**src/rtl/multi_cycle_control_if.sv**
```systemverilog
// Control-unit bus for the multi-cycle MIPS datapath: opcode and status flags go in,
// mux selects and enables come out.
interface multi_cycle_control_if #(
    parameter int unsigned ALUOP_W = 4
);
    logic [5:0]         op;
    logic               zero;
    logic               mem_ready;
    logic               PCEn;
    logic               IorD;
    logic               MemRead;
    logic               MemWrite;
    logic               IRWrite;
    logic               ALUSrcA;
    logic [1:0]         ALUSrcB;
    logic [ALUOP_W-1:0] ALUOp;
    logic [1:0]         PCSource;
    logic [1:0]         RegDst;
    logic               RegWrite;
    logic               MemtoReg;
    logic               PCToReg;
    logic               ExtMode;
    logic               illegal;
    logic [3:0]         state;

    modport slave (
        input  op, zero, mem_ready,
        output PCEn, IorD, MemRead, MemWrite, IRWrite, ALUSrcA, ALUSrcB, ALUOp, PCSource,
               RegDst, RegWrite, MemtoReg, PCToReg, ExtMode, illegal, state
    );

    modport master (
        output op, zero, mem_ready,
        input  PCEn, IorD, MemRead, MemWrite, IRWrite, ALUSrcA, ALUSrcB, ALUOp, PCSource,
               RegDst, RegWrite, MemtoReg, PCToReg, ExtMode, illegal, state
    );
endinterface

```
**src/rtl/multi_cycle_control.sv**
```systemverilog
// Multi-cycle MIPS control unit: Moore FSM stepping each instruction through fetch, decode,
// execute, memory and writeback, with memory-ready stalls and illegal-opcode flagging.
module multi_cycle_control #(
    parameter int unsigned ALUOP_W  = 4,
    parameter bit          HAS_LDST = 1'b1
) (
    input  logic                   clk,
    input  logic                   reset_n,
    multi_cycle_control_if.slave   bus
);

    typedef enum logic [3:0] {
        StFetch   = 4'd0,
        StDecode  = 4'd1,
        StExecR   = 4'd2,
        StExecI   = 4'd3,
        StWbAlu   = 4'd4,
        StBranch  = 4'd5,
        StJal     = 4'd6,
        StMemAddr = 4'd7,
        StMemRd   = 4'd8,
        StMemWb   = 4'd9,
        StMemWr   = 4'd10,
        StIllegal = 4'd11
    } state_e;

    localparam logic [5:0] OpRtype = 6'b000000;
    localparam logic [5:0] OpAndi  = 6'b001100;
    localparam logic [5:0] OpXori  = 6'b001110;
    localparam logic [5:0] OpSlti  = 6'b001010;
    localparam logic [5:0] OpBeq   = 6'b000100;
    localparam logic [5:0] OpBne   = 6'b000101;
    localparam logic [5:0] OpJal   = 6'b000011;
    localparam logic [5:0] OpLw    = 6'b100011;
    localparam logic [5:0] OpSw    = 6'b101011;

    localparam logic [ALUOP_W-1:0] AluAdd   = ALUOP_W'(4'b0000);
    localparam logic [ALUOP_W-1:0] AluSub   = ALUOP_W'(4'b0001);
    localparam logic [ALUOP_W-1:0] AluFunct = ALUOP_W'(4'b0010);
    localparam logic [ALUOP_W-1:0] AluXor   = ALUOP_W'(4'b0011);
    localparam logic [ALUOP_W-1:0] AluSlt   = ALUOP_W'(4'b0100);
    localparam logic [ALUOP_W-1:0] AluAnd   = ALUOP_W'(4'b0101);

    state_e     state_q, state_d;
    logic [5:0] op_q, op_d;

    always_ff @(posedge clk or negedge reset_n) begin
        if (!reset_n) begin
            state_q <= StFetch;
            op_q    <= 6'd0;
        end else begin
            state_q <= state_d;
            op_q    <= op_d;
        end
    end

    assign bus.state = state_q;

    // Outputs are gated by reset_n directly so strobes drop the instant reset asserts.
    always_comb begin
        state_d      = state_q;
        op_d         = op_q;
        bus.PCEn     = 1'b0;
        bus.IorD     = 1'b0;
        bus.MemRead  = 1'b0;
        bus.MemWrite = 1'b0;
        bus.IRWrite  = 1'b0;
        bus.ALUSrcA  = 1'b0;
        bus.ALUSrcB  = 2'b00;
        bus.ALUOp    = AluAdd;
        bus.PCSource = 2'b00;
        bus.RegDst   = 2'b00;
        bus.RegWrite = 1'b0;
        bus.MemtoReg = 1'b0;
        bus.PCToReg  = 1'b0;
        bus.ExtMode  = 1'b0;
        bus.illegal  = 1'b0;
        if (reset_n) begin
            unique case (state_q)
                StFetch: begin
                    bus.MemRead = 1'b1;
                    bus.ALUSrcB = 2'b01;
                    bus.IRWrite = bus.mem_ready;
                    bus.PCEn    = bus.mem_ready;
                    if (bus.mem_ready) state_d = StDecode;
                end
                StDecode: begin
                    // Precompute the branch target into ALUOut while dispatching.
                    bus.ALUSrcB = 2'b11;
                    op_d        = bus.op;
                    case (bus.op)
                        OpRtype:               state_d = StExecR;
                        OpAndi, OpXori, OpSlti: state_d = StExecI;
                        OpBeq, OpBne:          state_d = StBranch;
                        OpJal:                 state_d = StJal;
                        OpLw, OpSw:            state_d = HAS_LDST ? StMemAddr : StIllegal;
                        default:               state_d = StIllegal;
                    endcase
                end
                StExecR: begin
                    bus.ALUSrcA = 1'b1;
                    bus.ALUOp   = AluFunct;
                    state_d     = StWbAlu;
                end
                StExecI: begin
                    bus.ALUSrcA = 1'b1;
                    bus.ALUSrcB = 2'b10;
                    case (op_q)
                        OpAndi:  bus.ALUOp = AluAnd;
                        OpXori:  bus.ALUOp = AluXor;
                        OpSlti: begin
                            bus.ALUOp   = AluSlt;
                            bus.ExtMode = 1'b1;
                        end
                        default: bus.ALUOp = AluAdd;
                    endcase
                    state_d = StWbAlu;
                end
                StWbAlu: begin
                    bus.RegWrite = 1'b1;
                    bus.RegDst   = (op_q == OpRtype) ? 2'b01 : 2'b00;
                    state_d      = StFetch;
                end
                StBranch: begin
                    bus.ALUSrcA  = 1'b1;
                    bus.ALUOp    = AluSub;
                    bus.PCSource = 2'b01;
                    bus.PCEn     = (op_q == OpBne) ? ~bus.zero : bus.zero;
                    state_d      = StFetch;
                end
                StJal: begin
                    bus.PCEn     = 1'b1;
                    bus.PCSource = 2'b10;
                    bus.RegWrite = 1'b1;
                    bus.RegDst   = 2'b10;
                    bus.PCToReg  = 1'b1;
                    state_d      = StFetch;
                end
                StMemAddr: begin
                    bus.ALUSrcA = 1'b1;
                    bus.ALUSrcB = 2'b10;
                    bus.ExtMode = 1'b1;
                    state_d     = (op_q == OpSw) ? StMemWr : StMemRd;
                end
                StMemRd: begin
                    bus.IorD    = 1'b1;
                    bus.MemRead = 1'b1;
                    if (bus.mem_ready) state_d = StMemWb;
                end
                StMemWb: begin
                    bus.RegWrite = 1'b1;
                    bus.MemtoReg = 1'b1;
                    state_d      = StFetch;
                end
                StMemWr: begin
                    bus.IorD     = 1'b1;
                    bus.MemWrite = 1'b1;
                    if (bus.mem_ready) state_d = StFetch;
                end
                StIllegal: begin
                    bus.illegal = 1'b1;
                    state_d     = StFetch;
                end
                default: state_d = StFetch;
            endcase
        end
    end

endmodule
```
**src/flat_wrapper.sv**
```systemverilog
// flat-port wrapper written by rule: the top's interface ports become plain ports
module multi_cycle_control_flat 
#(
    parameter int unsigned ALUOP_W  = 4,
    parameter bit          HAS_LDST = 1'b1
)
  (clk, reset_n, bus_op, bus_zero, bus_mem_ready, bus_PCEn, bus_IorD, bus_MemRead, bus_MemWrite, bus_IRWrite, bus_ALUSrcA, bus_ALUSrcB, bus_ALUOp, bus_PCSource, bus_RegDst, bus_RegWrite, bus_MemtoReg, bus_PCToReg, bus_ExtMode, bus_illegal, bus_state);
  multi_cycle_control_if #(.ALUOP_W(ALUOP_W)) bus_i ();
  input  logic clk;
  input  logic reset_n;
  input wire logic [$bits(bus_i.op)-1:0] bus_op;
  input wire logic [$bits(bus_i.zero)-1:0] bus_zero;
  input wire logic [$bits(bus_i.mem_ready)-1:0] bus_mem_ready;
  output wire logic [$bits(bus_i.PCEn)-1:0] bus_PCEn;
  output wire logic [$bits(bus_i.IorD)-1:0] bus_IorD;
  output wire logic [$bits(bus_i.MemRead)-1:0] bus_MemRead;
  output wire logic [$bits(bus_i.MemWrite)-1:0] bus_MemWrite;
  output wire logic [$bits(bus_i.IRWrite)-1:0] bus_IRWrite;
  output wire logic [$bits(bus_i.ALUSrcA)-1:0] bus_ALUSrcA;
  output wire logic [$bits(bus_i.ALUSrcB)-1:0] bus_ALUSrcB;
  output wire logic [$bits(bus_i.ALUOp)-1:0] bus_ALUOp;
  output wire logic [$bits(bus_i.PCSource)-1:0] bus_PCSource;
  output wire logic [$bits(bus_i.RegDst)-1:0] bus_RegDst;
  output wire logic [$bits(bus_i.RegWrite)-1:0] bus_RegWrite;
  output wire logic [$bits(bus_i.MemtoReg)-1:0] bus_MemtoReg;
  output wire logic [$bits(bus_i.PCToReg)-1:0] bus_PCToReg;
  output wire logic [$bits(bus_i.ExtMode)-1:0] bus_ExtMode;
  output wire logic [$bits(bus_i.illegal)-1:0] bus_illegal;
  output wire logic [$bits(bus_i.state)-1:0] bus_state;
  assign bus_i.op = bus_op;
  assign bus_i.zero = bus_zero;
  assign bus_i.mem_ready = bus_mem_ready;
  assign bus_PCEn = bus_i.PCEn;
  assign bus_IorD = bus_i.IorD;
  assign bus_MemRead = bus_i.MemRead;
  assign bus_MemWrite = bus_i.MemWrite;
  assign bus_IRWrite = bus_i.IRWrite;
  assign bus_ALUSrcA = bus_i.ALUSrcA;
  assign bus_ALUSrcB = bus_i.ALUSrcB;
  assign bus_ALUOp = bus_i.ALUOp;
  assign bus_PCSource = bus_i.PCSource;
  assign bus_RegDst = bus_i.RegDst;
  assign bus_RegWrite = bus_i.RegWrite;
  assign bus_MemtoReg = bus_i.MemtoReg;
  assign bus_PCToReg = bus_i.PCToReg;
  assign bus_ExtMode = bus_i.ExtMode;
  assign bus_illegal = bus_i.illegal;
  assign bus_state = bus_i.state;
  multi_cycle_control #(.ALUOP_W(ALUOP_W), .HAS_LDST(HAS_LDST)) u_core (.clk(clk), .reset_n(reset_n), .bus(bus_i));
endmodule
```
**config.mk**
```make
export PLATFORM = sky130hd
export DESIGN_NAME = multi_cycle_control_flat
export DESIGN_NICKNAME = d
export VERILOG_FILES = /design/src/rtl/multi_cycle_control_if.sv /design/src/rtl/multi_cycle_control.sv /design/src/flat_wrapper.sv
export SDC_FILE = /design/constraint.sdc
export NUM_CORES = 1
export LEC_CHECK = 0
export CORE_UTILIZATION = 46
export DETAILED_ROUTE_END_ITERATION = 7
export PLACE_DENSITY = 0.83
export SETUP_SLACK_MARGIN = 0.5
export SYNTH_ARGS = -nofsm -noshare
export SYNTH_HDL_FRONTEND = slang
export SYNTH_SLANG_ARGS = --single-unit
```
**constraint.sdc**
```tcl
create_clock -name clk -period 2.4 [get_ports clk]
set_input_delay 0.48 -clock clk [delete_from_list [all_inputs] [get_ports clk]]
set_output_delay 0.48 -clock clk [all_outputs]
set_load 0.03 [all_outputs]
```
# Word level (Yosys, flattened, before mapping)
# Cells that the tools add are included.
# Widths: inputs -> output; s select.
# totals
reg_bits	10
output_inout_bits	25
in_bits	10
elab_cells	84
# classes
eq_ne	27
n_reduce_logical	14
bitwise_logic	1
n_mux	40
# ops
cell	count
$eq 6x4->1 const B	6
$pmux 4 s6	1
$mux 1	23
$pmux 4 s5	1
$eq 6x3->1 const B	3
$eq 6x6->1 const B	3
$eq 4x3->1 const B	4
$eq 4x4->1 const B	4
$mux 4	4
$logic_not 6->1	2
$pmux 4 s3	1
$reduce_or 2->1	6
$pmux 3 s3	1
$eq 4x2->1 const B	2
$mux 2	4
$pmux 2 s2	2
$eq 6x2->1 const B	1
$ne 2x2->1 const B	3
$pmux 2 s3	1
$reduce_or 3->1	2
$eq 4x1->1 const B	1
$logic_not 4->1	1
$reduce_and 4->1	1
$reduce_or 4->1	1
other kinds (4)	4

# Longest topological paths before layout
# depth
depth_word	4
depth_mapped	6
mapped_depth_nobuf	4

# Worst setup path before layout
# No wires, ideal clock.
# synth_timing
kind	flip-flop to output port
startpoint	reg u_core.state_q[3], in the netlist u_core.bus.state[3]
endpoint	out bus_ALUOp[2]
n_path_buf	1
arrival_ns	2.026
required_time_ns	1.920
slack_ns	-0.106
stages_incl_launch_ff	5
cell_sequence	dfrtp_1 -> buf_4 -> nor2_2 -> nand2_1 -> nor4b_1
# synth_between
elab_chain_cells	3
word_cells_on_any_way	5
classes_between	eq/ne: 3; mux: 2
# synth_lines
item	line	rtl
start: declaration	multi_cycle_control.sv:44	state_e state_q, state_d;
start signal: assignment	multi_cycle_control.sv:49	state_q <= StFetch;
start signal: assignment	multi_cycle_control.sv:52	state_q <= state_d;
$eq 4x3->1 / $eq 4x2->1 (equally long branches)	multi_cycle_control.sv:79	unique case (state_q)
$pmux 4 s3 *	multi_cycle_control.sv:79	
$mux 4 *	multi_cycle_control.sv:78	if (reset_n) begin
end: declaration	flat_wrapper.sv:21	output wire logic [$bits(bus_i.ALUOp)-1:0] bus_ALUOp;
# Mark *: on every way between the ends. The rest lies on a longest branch, timed or not.

# Worst setup path in the final report
# layout_timing
startpoint	reg u_core.state_q[2], in the netlist u_core.bus.state[2]
endpoint	out bus_IRWrite
# layout_between
elab_chain_cells	3
# layout_lines
item	line	rtl
$logic_not 4->1	multi_cycle_control.sv:79	
$mux 1	multi_cycle_control.sv:79	
$mux 1	multi_cycle_control.sv:78	
end: declaration	flat_wrapper.sv:18	output wire logic [$bits(bus_i.IRWrite)-1:0] bus_IRWrite;
# Every way passes these cells.

==> impl_metrics.json <==
{
  "finClkSkew_ns": 0.0141,
  "power_density_nw_per_um2": 1150,
  "synth_fa_ha_area_share_pct": 1.10,
  "placement_rows": 15,
  "grt_antenna_before_repair": 0,
  "clock_latency_ns": 0.28,
  "synthXorXnorAreaFrac_pct": 2.88,
  "timing.final.crit_share_pct": 89.6,
  "die_x_um": 46.5,
  "syn_inst": 117,
  "clkTransAtPathRegs_ns": 0.09,
  "finalSetupTns_ns": 0,
  "cts_tree": "yes",
  "cts_buffer_depth": 2,
  "floorplan.initialDensity_pct": 51.2,
  "final_common_cell": "buf_4",
  "synth_nets": 127,
  "p_switching_uw": 999,
  "gp_congestion": 0.830,
  "synth_compound_area_share_pct": 20.3,
  "clkPwrFrac_pct": 8.3,
  "critPathMaxFanout": 6,
  "yosys.area.top_type": "dfrtp_1",
  "p_leak_uw": 0.000788,
  "sequentialPowerShare_pct": 20.0,
  "synthMuxAreaShare_pct": 6.17,
  "ys_ff_latch": 10,
  "hold_class": "in2async",
  "synth_edf_count": 0,
  "globalRouteOverflowTotal": 0,
  "ys_warn_count": 0,
  "synth_top_area_share_pct": 27.4,
  "vdd_ir_drop_max_mv": 0.807,
  "yosys.area_share.simple_pct": 31.8,
  "cp.arrival_ns": 1.67,
  "synth_top_family_by_area": "simple AND/OR/NAND/NOR gates",
  "dieArea_um2": 2170,
  "h-tree-depth": 1,
  "cts_root_buf": "clkbuf_4",
  "hold_buffers": 0,
  "area_growth_pct": 87.0,
  "syn_avg_cell_area_um2": 7.80,
  "grt_max_degree": 14,
  "fillerInstances": 39,
  "track_usage_pct": 30.8,
  "switching_share_pct": 50.8,
  "wirelength_mm": 5.51,
  "grt_pass1_wl_mm": 4.57,
  "max_freq_mhz": 465,
  "wl_per_cell_um": 26.8,
  "layout_common_cells": "43 x buf_4, 11 x buf_6, 8 x nor2_1, 6 x nand2_1",
  "viasPerCell": 7.19,
  "path_class": "reg2out",
  "drtIter0Drc": 160,
  "endpoint_kind": "output port",
  "netlist_area_um2": 912,
  "die_y_um": 46.5,
  "synthTopCellsByArea": "dfrtp_1 27%, mux2_2 6.2%, nor2_1 4.5%",
  "p_int_uw": 968,
  "status": "complete, no violations",
  "cts_buffers": 3,
  "num_antenna_cells": 0,
  "first_pass_iters": 6,
  "layout_min_cycle_time_ns": 2.15,
  "power_frac_comb_pct": 71.8,
  "io_buffers": 33,
  "coreArea_um2": 1780,
  "required_ns": 1.92,
  "finalMaxSlewViolations": 0,
  "grt_pass1_vias": 976,
  "ys_types": 40,
  "drc": 0,
  "worstRegToRegCells": 6,
  "rsz0062_at_grt": "yes",
  "post-route-util_pct": 95.6,
  "ant_nets": 0,
  "async_flop_share_pct": 100,
  "drive_gt1_share_pct": 56.4,
  "ys.flop_type": "dfrtp_1",
  "io_pins": 35,
  "startpoint_type": "register",
  "nets": 192,
  "ys_seq_area_share_pct": 27.4,
  "setup_viol": 0,
  "dp_hpwl_mm": 2.01,
  "clock_sinks": 10,
  "max_cap_violations": 0,
  "vias": 1481,
  "hold_viol": 0
}
[cells in the mapped netlist (3+ instances only)]
cell and number:
nand2_1 9, nor3_1 6, dfrtp_1 10, mux2_2 5, o22ai_1 5, and2_1 4
nand3_1 4, buf_2 3, a31oi_1 4, o21ai_0 4, nor2b_1 4, nor4_1 4
nand2b_1 4, nor2_1 11, a21oi_1 3, inv_1 8, buf_4 3
[cell families after synthesis]
family | Yosys count
flops | 10
buf+inv | 16
other cells | 1
simple gates | 54
mux | 5
compound gates | 27
fa+ha+maj | 1
xor+xnor | 3
[flip-flops by register name, summed over array words and instances, names as in the netlist]
register          count
u_core.bus.state      4
u_core.op_q           6
[metrics by stage]
| step | worst slack (ns) | instances | area, um^2 | total power [uW] | hold slack, ns |
|---|---|---|---|---|---|
| after floorplan | 0.312 | 117 | 968 | 919 | 0.184 |
| after global placement | 0.126 | 173 | 1260 | 1110 | 0.508 |
| after detailed placement | 0.0666 | 173 | 1260 | 1130 | 0.526 |
| after CTS | 0.351 | 192 | 1470 | 1480 | 0.311 |
| after global routing | 0.107 | 206 | 1710 | 2010 | 0.257 |
| final | 0.250 | 206 | 1710 | 1970 | 0.286 |
[per-layer routing]
layer / global-route usage, % / share of wire, %
met5: 0 / 0
met2: 54.2 / 44
met1: 37.6 / 32
met4: 10.0 / 8.9
met3: 4.71 / 15
[layout make-up]
| class | instances | area [um^2] | share of cell area, % |
|---|---|---|---|
| multi-input cells | 91 | 751 | 44.0 |
| repair buffers | 68 | 596 | 34.9 |
| flip-flops and latches | 10 | 256 | 15.0 |
| clock buffers | 4 | 36.3 | 2.13 |
| inverters | 8 | 35.0 | 2.05 |
| well taps | 25 | 31.3 | 1.83 |
[worst max-delay path, stage by stage, from the launching register on]
cell and delay [ns]:
dfrtp_2 0.50, buf_12 0.16, nor2_4 0.11, nand2_4 0.09, buf_6 0.16, nor4_4 0.18
buf_6 0.18
[worst paths after layout]
| kind | to | startpoint | slack [ns] |
|---|---|---|---|
| worst max-delay path | bus_IRWrite | u_core.bus.state[2]$_DFFE_PN0P_ | 0.25 |
| worst min-delay path | u_core.bus.state[3]$_DFFE_PN0P_ | reset_n | 0.29 |
| worst max register to register | u_core.op_q[4]$_DFFE_PN0P_ | u_core.bus.state[2]$_DFFE_PN0P_ | 0.52 |
| worst min register to register | u_core.op_q[5]$_DFFE_PN0P_ | u_core.op_q[5]$_DFFE_PN0P_ | 0.70 |
| max in group asynchronous | u_core.bus.state[1]$_DFFE_PN0P_ | reset_n | 1.81 |
| min in group clk | u_core.bus.state[2]$_DFFE_PN0P_ | reset_n | 0.63 |
[power by group through the flow]
stage               sequential, uW  clock (uW)  combinational [uW]
finish                         392         163                1410
global route                   389         175                1440
CTS                            375         156                 946
detailed placement             404           0                 730
global placement               398           0                 716
floorplan                      364           0                 555
[what timing repair did]
| action | in CTS | in global routing |
|---|---|---|
| pin swaps | 4 | 3 |
| setup buffers | 15 | 14 |
| gates resized for setup | 23 | 38 |
| setup endpoints to repair | 24 | 22 |
Note: power is estimated with default switching activity, not from simulation.
